===== src/rtl/seg_scan_driver.sv =====
// Multiplexed 8-digit seven-segment scanner with double-buffered patterns.
// The host writes a shadow buffer; it is copied to the displayed buffer once per frame.
module seg_scan_driver #(
  parameter int CLK_HZ       = 100_000_000,
  parameter int SCAN_HZ      = 1_000,
  parameter int BLANK_CYCLES = 16
) (
  input  logic       clk,
  input  logic       rst,
  input  logic       wr_en,
  input  logic [2:0] wr_addr,
  input  logic [7:0] wr_pattern,
  output logic       wr_ready,
  input  logic [7:0] blank_mask,
  output logic [7:0] seg_out,
  output logic [7:0] an_out,
  output logic       frame_done
);

  localparam int DIV   = CLK_HZ / SCAN_HZ;
  localparam int CNT_W = (DIV > 1) ? $clog2(DIV) : 1;
  localparam logic [CNT_W-1:0] CNT_MAX   = CNT_W'(DIV - 1);
  localparam logic [CNT_W-1:0] BLANK_END = CNT_W'(BLANK_CYCLES);

  logic [CNT_W-1:0] cnt_q, cnt_d;
  logic [2:0]       idx_q, idx_d;
  logic [7:0]       seg_q, seg_d;
  logic [7:0]       an_q, an_d;
  logic             frame_done_q, frame_done_d;

  logic             slot_end;
  logic             commit;
  logic             wr_accept;
  logic [7:0][7:0]  active_all;
  logic [7:0]       active_sel;

  assign slot_end  = (cnt_q == CNT_MAX);
  assign commit    = slot_end && (idx_q == 3'd7) && !rst;
  // Blocking writes on the commit edge keeps the copied frame coherent.
  assign wr_ready  = !commit;
  assign wr_accept = wr_en && wr_ready && !rst;

  genvar gi;
  generate
    for (gi = 0; gi < 8; gi++) begin : g_digit
      logic [7:0] shadow_q, shadow_d;
      logic [7:0] active_q, active_d;

      always_comb begin
        shadow_d = shadow_q;
        if (wr_accept && (wr_addr == 3'(gi))) begin
          shadow_d = wr_pattern;
        end
        active_d = commit ? shadow_q : active_q;
      end

      always_ff @(posedge clk) begin
        if (rst) begin
          shadow_q <= 8'h00;
          active_q <= 8'h00;
        end else begin
          shadow_q <= shadow_d;
          active_q <= active_d;
        end
      end

      assign active_all[gi] = active_q;
    end
  endgenerate

  assign active_sel = active_all[idx_q];

  always_comb begin
    cnt_d = slot_end ? '0 : cnt_q + 1'b1;
    idx_d = slot_end ? idx_q + 3'd1 : idx_q;
    frame_done_d = commit;
    seg_d = 8'hFF;
    an_d  = 8'hFF;
    // Anodes stay off during the blanking window so the previous digit cannot ghost.
    if (!(cnt_q < BLANK_END) && !blank_mask[idx_q]) begin
      seg_d = ~active_sel;
      an_d  = ~(8'b1 << idx_q);
    end
  end

  always_ff @(posedge clk) begin
    if (rst) begin
      cnt_q        <= '0;
      idx_q        <= 3'd0;
      seg_q        <= 8'hFF;
      an_q         <= 8'hFF;
      frame_done_q <= 1'b0;
    end else begin
      cnt_q        <= cnt_d;
      idx_q        <= idx_d;
      seg_q        <= seg_d;
      an_q         <= an_d;
      frame_done_q <= frame_done_d;
    end
  end

  assign seg_out    = seg_q;
  assign an_out     = an_q;
  assign frame_done = frame_done_q;

endmodule


===== config.mk =====
export PLATFORM = sky130hd
export DESIGN_NAME = seg_scan_driver
export DESIGN_NICKNAME = d
export VERILOG_FILES = /design/src/rtl/seg_scan_driver.sv
export SDC_FILE = /design/constraint.sdc
export NUM_CORES = 1
export LEC_CHECK = 0
export CAP_MARGIN = 10
export CORE_MARGIN = 4
export CORE_UTILIZATION = 58
export CTS_CLUSTER_DIAMETER = 80
export CTS_CLUSTER_SIZE = 16
export DETAILED_ROUTE_END_ITERATION = 8
export MAX_ROUTING_LAYER = met4
export PLACE_DENSITY = 0.78
export SYNTH_ARGS = -nofsm -noshare
export SYNTH_HDL_FRONTEND = slang
export SYNTH_SLANG_ARGS = --single-unit

===== constraint.sdc =====
create_clock -name clk -period 5.6 [get_ports clk]
set_input_delay 1.12 -clock clk [delete_from_list [all_inputs] [get_ports clk]]
set_output_delay 1.12 -clock clk [all_outputs]
set_load 0.05 [all_outputs]

* Word level (Yosys, flattened, before mapping)
Index checks and enable logic that the tools add are counted.
** Storage, ports and cells
- Output and inout port bits :: 18
- Input port bits :: 22
- Register bits :: 165
** Operators by class
- Bitwise operators :: 3
- Order comparisons :: 2
- Muxes and demuxes :: 4
- Add/sub/neg operators :: 2
- Reductions and logical operators :: 20
- Equal/unequal tests :: 9
- Shift-type cells :: 1
** Operator list (number)
- binary-select mux 8 bit (select 3 bit) :: 1
- adder 17 x 1 -> 17 bit, second input constant :: 1
- equality test 17 bit, second input constant :: 1
- < comparator 17 x 5 -> 1 bit, second input constant :: 1
- NOT 8 bit :: 2
- equality test 3 bit, second input constant :: 5
- logical AND 1 bit :: 13
- two-way mux 8 bit :: 1
- left shift 1 x 3 -> 8 bit, first input constant :: 1
- equality test 3 x 2 -> 1 bit, second input constant :: 2
- zero test 1 bit :: 4
- < comparator 3 x 4 -> 1 bit, second input constant :: 1
- OR reduction 2 bit :: 2
- adder 3 x 1 -> 3 bit, second input constant :: 1
- binary-select mux 1 bit (select 3 bit) :: 1
- equality test 3 x 1 -> 1 bit, second input constant :: 1
- zero test 3 bit :: 1
- two-way mux 1 bit :: 1
- NOT 1 bit :: 1

* Depth between registers and ports, before layout
Gate-level depths: netlist of run 1.
- Depth in word-level cells :: 7
- Depth in mapped cells :: 8
- Gate-level depth less buffers :: 6

* Worst setup path before layout of run 1
No wires, ideal clock.
- Path kind :: input -> output
- Start point :: in rst
- End point :: out wr_ready
- Stages :: 3
- Arrival time :: 1.756 ns
- Path slack :: 2.724 ns
- Cell sequence :: nand2b_1 nor3_1 inv_1
** On the way
- Cells in the longest elaborated chain, start to end :: 3
** RTL lines
- start: declaration :: line 9 : input logic rst,
- zero test 1 bit :: line 38 : assign commit = slot_end && (idx_q == 3'd7) && !rst;
- logical AND 1 bit :: line 38
- zero test 1 bit :: line 40 : assign wr_ready = !commit;
- end: declaration :: line 13 : output logic wr_ready,
Every way passes these cells.

* Worst setup path in the final report of run 1
Ends and elaborated chain as after synthesis.

==> metrics.yaml, run 1 <==
die:
  initial_core_util: 0.598
  dieArea_um2: 13700
  io_pins: 40
  die_h_um: 117
  die_x_um: 117
  core_um2: 11500
  rows: 39
global_routing:
  grt_pass1_vias: 5331
  grt_pass1_wl_mm: 27.2
  antenna_found_initial: 0
  overflow: 0
  grt_max_degree: 101
  grt_use_total: 0.264
final_layout:
  final_cell_mix: "165 x dfxtp_1, 118 x o21ai_0, 114 x nand2_1"
  multi_input_area_um2: 3300
  register_area_um2: 3300
  mostFrequentLayoutCell: "dfxtp_1"
  diodes: 0
  final_nets: 822
  area.growth.synth_to_final_pct: 14.4
  final_core_util: 0.684
  drive_above_1_share: 0.0856
  fill_cells: 920
sta:
  final_max_slew_viol_count: 0
  setup_viol: 0
  slew_headroom: 0.179
  tightest_slew_ns: 1.23
  fmax_mhz: 255
  hold_ws_ns: 0.448
  finalClockSkew_ns: 0.0146
  rsz0062_at_grt: "no"
  finalCritPeriodShare: 0.699
  hold_viol: 0
  min_period_ns: 3.92
  finalSetupTns_ns: 0
min_path:
  holdPathEnd: "cnt_q[0]"
  hp-start: "cnt_q[0]"
  whs_path_depth: 1
  hold_class: "flop to flop"
logic_synthesis:
  syn-num-nets: 820
  synth_area_um2: 6890
  synth_top_area_cell: "dfxtp_1"
  synth_top_area_frac: 0.480
  ys_ff_latch: 165
  seq_area_frac_synth: 0.480
  yosys_warnings: 0
  synth_area_leaders: "dfxtp_1 48%, o21ai_0 8.6%, nand2b_1 6.7%"
  avgSynthCellArea_um2: 8.70
  netlist_instances: 791
  yosys.cell_types.count: 38
worst_setup_path:
  r2r_start: "idx_q[0]"
  critPathMaxFanout: 38
  reg2reg_to: "an_out[2]"
  worst-endpoint-arrival_ns: 2.80
  startpoint_type: "input port"
  cp-end-kind: "output port"
  ff2ff_path_depth: 6
  rrSetupSlack_ns: 2.93
  crit_type: "input port to output port"
  required_ns: 4.48
drt:
  postRouteAntennaNets: 0
  wl_met2_mm: 7.69
  wl_mm: 16.9
  firstDrtPassIters: 5
  drc: 0
  wl_per_cell_um: 17.8
  wl_met1_mm: 7.56
  vias: 5708
  drt_iter0_markers: 683
  dr_wl_met3_mm: 1.29
  highest_layer: "met4"
  vias_per_cell: 6.01
run_status:
  status: "completed"
pwr:
  internal_power_uw: 1960
  cellLeakagePower_uw: 0.00265
  swShare: 0.206
  comb_power_share: 0.036
  seqPwrFrac: 0.480
  total_power_uw: 2470
  pwr-share-clk: 0.484
  power_density_nw_per_um2: 314
  ir_drop_mv: 0.198
  p_sw_uw: 510
cts:
  clockBufferDepth: 2
  cts_buffers: 17
  cts.root.buffer_cell: "clkbuf_16"
  cts.sinks: 165
  cts_setup_buffers: 0
  cts_tree: "built"
  htreeDepth: 4
  clk_pin_slew_ns: 0.06
  insertion_delay_ns: 0.42
  cts_resized: 0
  cts_hold_buf: 0
run:
  cap_violations: 0
place:
  dp_hpwl_mm: 10.5
  port_buffers: 39
  gp_congestion: 0.796
state kept, by name, indices dropped and copies added, names as in the netlist:
register and cells:
an_out 8, cnt_q 17, frame_done 1, g_digit.active_q 64
g_digit.shadow_q 64, idx_q 3, seg_out 8
routing by layer:
layer | track usage | vias up
li1 | - | 2708
met1 | 0.351 | 2724
met2 | 0.399 | 244
met3 | 0.0524 | 32
met4 | 0.0994 | 0
met5 | - | -
critical path, stage by stage:
cell and delay (ns):
buf_4 0.33, nand2b_1 0.37, nor3_1 0.11, inv_1 0.07
clkdlybuf4s50_1 0.79
power groups by stage:
stage	clock network [uW]	logic (uW)	registers, uW
floorplan	0	55.1	1210
global placement	0	85.6	1210
detailed placement	0	87.7	1210
CTS	1200	88.3	1190
global route	1260	95.4	1190
finish	1200	90.0	1190
cell families after synthesis:
group                      share of synthesized area
AOI/OAI and AO/OA                              0.155
xor gates and xnor gates                      0.0204
adders and majority gates                     0.0127
buffers and inverters                         0.0447
DFF                                            0.480
muxes                                         0.0654
and+or+nand+nor                                0.222
per-stage QoR:
stage / setup WS, ns / std cells / area [um^2]
finish: 1.68 / 949 / 7880
global route: 1.58 / 949 / 7880
CTS: 1.69 / 949 / 7880
detailed placement: 1.69 / 917 / 7270
global placement: 1.71 / 917 / 7270
floorplan: 2.72 / 791 / 6890
synthesized netlist by cell type:
library cell / instances
dfxtp_1: 165
o21ai_0: 118
nand2_1: 114
nand2b_1: 74
nand3_1: 67
a21oi_1: 65
clkbuf_1: 38
nor2_1: 28
xnor2_1: 13
buf_1: 12
inv_1: 10
mux4_2: 10
buf_2: 9
a31o_2: 8
mux4_1: 8
ha_1: 7
nor3_1: 7
clkbuf_2: 3
nor3_2: 3
o21ai_1: 3
or3_1: 3
xor2_1: 3
a31oi_1: 2
and3_1: 2
and4_1: 2
buf_6: 2
nor2b_1: 2
nor4_1: 2
or2_2: 2
a211oi_1: 1
a311oi_4: 1
and2_1: 1
and2_4: 1
mux2_4: 1
nand4_1: 1
nor3b_2: 1
o31ai_4: 1
or3_4: 1
layout make-up:
type	count	area share
sequential	165	0.419
multi-input combinational	552	0.419
clock buffer	24	0.0624
timing repair buffer	47	0.0568
tap	143	0.0227
clock inverter	8	0.0154
inverter	10	0.00476
worst max path at each step:
stage | from | end | slack, ns | cells past startpoint
floorplan | rst | wr_ready | 2.72 | 3
global placement | rst | wr_ready | 1.71 | 5
detailed placement | rst | wr_ready | 1.69 | 5
CTS | rst | wr_ready | 1.69 | 5
global route | rst | wr_ready | 1.58 | 5
finish | rst | wr_ready | 1.68 | 5
(Power assumes the default switching activity.)
==> inputs of run 2 (changes only) <==
Clock period 5.6 ns to 3.9 ns, I/O delays scaled along.
==> run 2 against run 1 <==
  * Register-to-register slack got worse by 1.7 ns
  * Critical endpoint unchanged
  * Clock skew fell by 0.0072 ns
  * Flip-flop and latch count unchanged
  * Power up 40%
  * Clock power grew 35%
  * Critical path depth unchanged
  * First-iteration DRC count up 2.3%
  * Wire length fell by 1.1%
==> metrics.yaml, run 2 (synthesized netlist as in run 1, its figures left out) <==
run_status:
  status: "completed"
pwr:
  p_sw_uw: 710  # +39%
  comb_power_share: 0.038  # +0.002
  internal_power_uw: 2740  # +40%
  swShare: 0.206  # -0.000560
  power_density_nw_per_um2: 439  # +40%
  pwr-share-clk: 0.469  # -0.015
  ir_drop_mv: 0.287  # +45%
  seqPwrFrac: 0.493  # +0.013
  cellLeakagePower_uw: 0.00265  # +0.12%
drt:
  vias: 5615  # -1.6%
  vias_per_cell: 5.90  # -1.9%
  drt_iter0_markers: 699  # +2.3%
  wl_per_cell_um: 17.5  # -1.4%
  firstDrtPassIters: 5  # unchanged
  postRouteAntennaNets: 0  # unchanged
  wl_mm: 16.7  # -1.1%
  drc: 0  # unchanged
final_layout:
  top_regs: "g_digit.active_q: 64 flops, g_digit.shadow_q: 64 flops, cnt_q: 17 flops"
  mostFrequentLayoutCell: "dfxtp_1"
  multi_input_area_um2: 3300  # unchanged
  final_nets: 825  # +0.36%
  diodes: 0  # unchanged
  drive_above_1_share: 0.0865  # +0.000919
  final_cell_mix: "165 x dfxtp_1, 118 x o21ai_0, 114 x nand2_1"
  fill_cells: 890  # -3.3%
  final_core_util: 0.684  # about the same
  area.growth.synth_to_final_pct: 14.4  # about the same
  register_area_um2: 3300  # unchanged
die:
  initial_core_util: 0.598  # unchanged
  die_h_um: 117  # unchanged
  rows: 39  # unchanged
  core_um2: 11500  # unchanged
  dieArea_um2: 13700  # unchanged
  io_pins: 40  # unchanged
  die_x_um: 117  # unchanged
cts:
  cts.root.buffer_cell: "clkbuf_16"
  cts_tree: "built"
  cts_resized: 0  # unchanged
  clockBufferDepth: 2  # unchanged
  cts.sinks: 165  # unchanged
  cts_setup_buffers: 0  # unchanged
  insertion_delay_ns: 0.43  # about the same
  htreeDepth: 4  # unchanged
  cts_hold_buf: 0  # unchanged
  cts_buffers: 17  # unchanged
  clk_pin_slew_ns: 0.06  # about the same
worst_setup_path:
  reg2reg_to: "g_digit[5].shadow_q[5]"
  startpoint_type: "flop"
  worstPathCellList: "ha_1, nand2b_1, nor3_1, inv_1, buf_4"
  crit_type: "flop to output port"
  ff2ff_path_depth: 5  # -1
  required_ns: 3.12  # -1.36 ns
  worst_path_max_delay_cell: "dfxtp_1"
  cp_top_family: "flip-flops"
  rrSetupSlack_ns: 1.26  # -1.67 ns
  crit_buf_inv: 2  # -1
  worst-endpoint-arrival_ns: 2.20  # -0.60 ns
  r2r_start: "idx_q[2]"
  critPathMaxFanout: 14  # -63%
  max_stage_delay_ns: 0.67  # -0.12 ns
  cp-end-kind: "output port"
global_routing:
  grt_use_total: 0.262  # -0.00150
  overflow: 0  # unchanged
  grt_pass1_wl_mm: 27.0  # -0.78%
  antenna_found_initial: 0  # unchanged
  grt_max_degree: 97  # -4.0%
  grt_pass1_vias: 5396  # +1.2%
sta:
  hold_ws_ns: 0.448  # -0.000203 ns
  finalSetupTns_ns: 0  # unchanged
  final_max_slew_viol_count: 0  # unchanged
  rsz0062_at_grt: "no"
  slew_headroom: 0.293  # +0.114
  fmax_mhz: 336
  setup_viol: 0  # unchanged
  hold_viol: 0  # unchanged
  min_period_ns: 2.98
  finalClockSkew_ns: 0.00744  # -0.00716 ns
  finalCritPeriodShare: 0.763
  tightest_slew_ns: 1.06  # -0.164 ns
min_path:
  hp-start: "g_digit[2].shadow_q[7]"
  holdPathEnd: "g_digit[2].active_q[7]"
  hold_class: "flop to flop"
  whs_path_depth: 2  # +1
run:
  cap_violations: 0  # unchanged
place:
  gp_congestion: 0.838  # +5.3%
  dp_hpwl_mm: 10.0  # -4.2%
  port_buffers: 39  # unchanged
## run 2: cell types whose count changed in the layout (fill, tap and decap cells not counted), sizes merged
cell,delta
clkbuf,+6
clkinv,-3
clkdlybuf4s50,-1
bufinv,-2
clkinvlp,-1
buf,+4
## run 2: layout make-up
type | count | share of cell area
Clock buffer | 30 | 0.0691
Clock inverter | 2 | 0.00445
Inverter | 10 | 0.00476
Multi-Input combinational cell | 552 | 0.419
Sequential cell | 165 | 0.419
Tap cell | 143 | 0.0227
Timing Repair Buffer | 50 | 0.0610
## run 2: worst max-delay path by stage
stage             startpoint        end  slack (ns)  depth (start not counted)
2_1_floorplan       cnt_q[0]   wr_ready        1.61                          5
3_3_place_gp   blank_mask[5]  an_out[2]        0.98                          6
3_5_place_dp   blank_mask[5]  an_out[0]        0.96                          6
4_1_cts             idx_q[2]   wr_ready        0.90                          5
5_1_grt             idx_q[2]   wr_ready        0.74                          5
6_report            idx_q[2]   wr_ready        0.92                          5
## run 2: through the flow
step,setup slack (ns),std cells,area (um^2),power (uW)
after CTS,0.897,952,7880,3460
final,0.924,952,7880,3450
after global routing,0.742,952,7880,3550
after floorplan,1.61,791,6890,1820
after global placement,0.983,920,7300,1860
after detailed placement,0.958,920,7300,1870
## run 2: per-layer routing
metal	vias to the layer above	track usage	wire length [um]
li1	2713	-	-
met1	2658	0.347	7430
met2	215	0.400	7670
met3	29	0.0591	1260
met4	0	0.0887	342
met5	-	-	0
## run 2: power by group through the flow
stage	clock network, uW	registers (uW)	logic, uW
finish	1620	1700	130
global route	1700	1700	139
CTS	1630	1700	128
detailed placement	0	1740	127
global placement	0	1740	124
floorplan	0	1740	79.2
## run 2: worst reg2reg max path, delay by kind of cell (launching register included)
family	cells	cell delay, ns
DFF	1	0.67
and+or+nand+nor	1	0.22
AOI/OAI and AO/OA	3	1.37
adders and majority gates	1	0.30
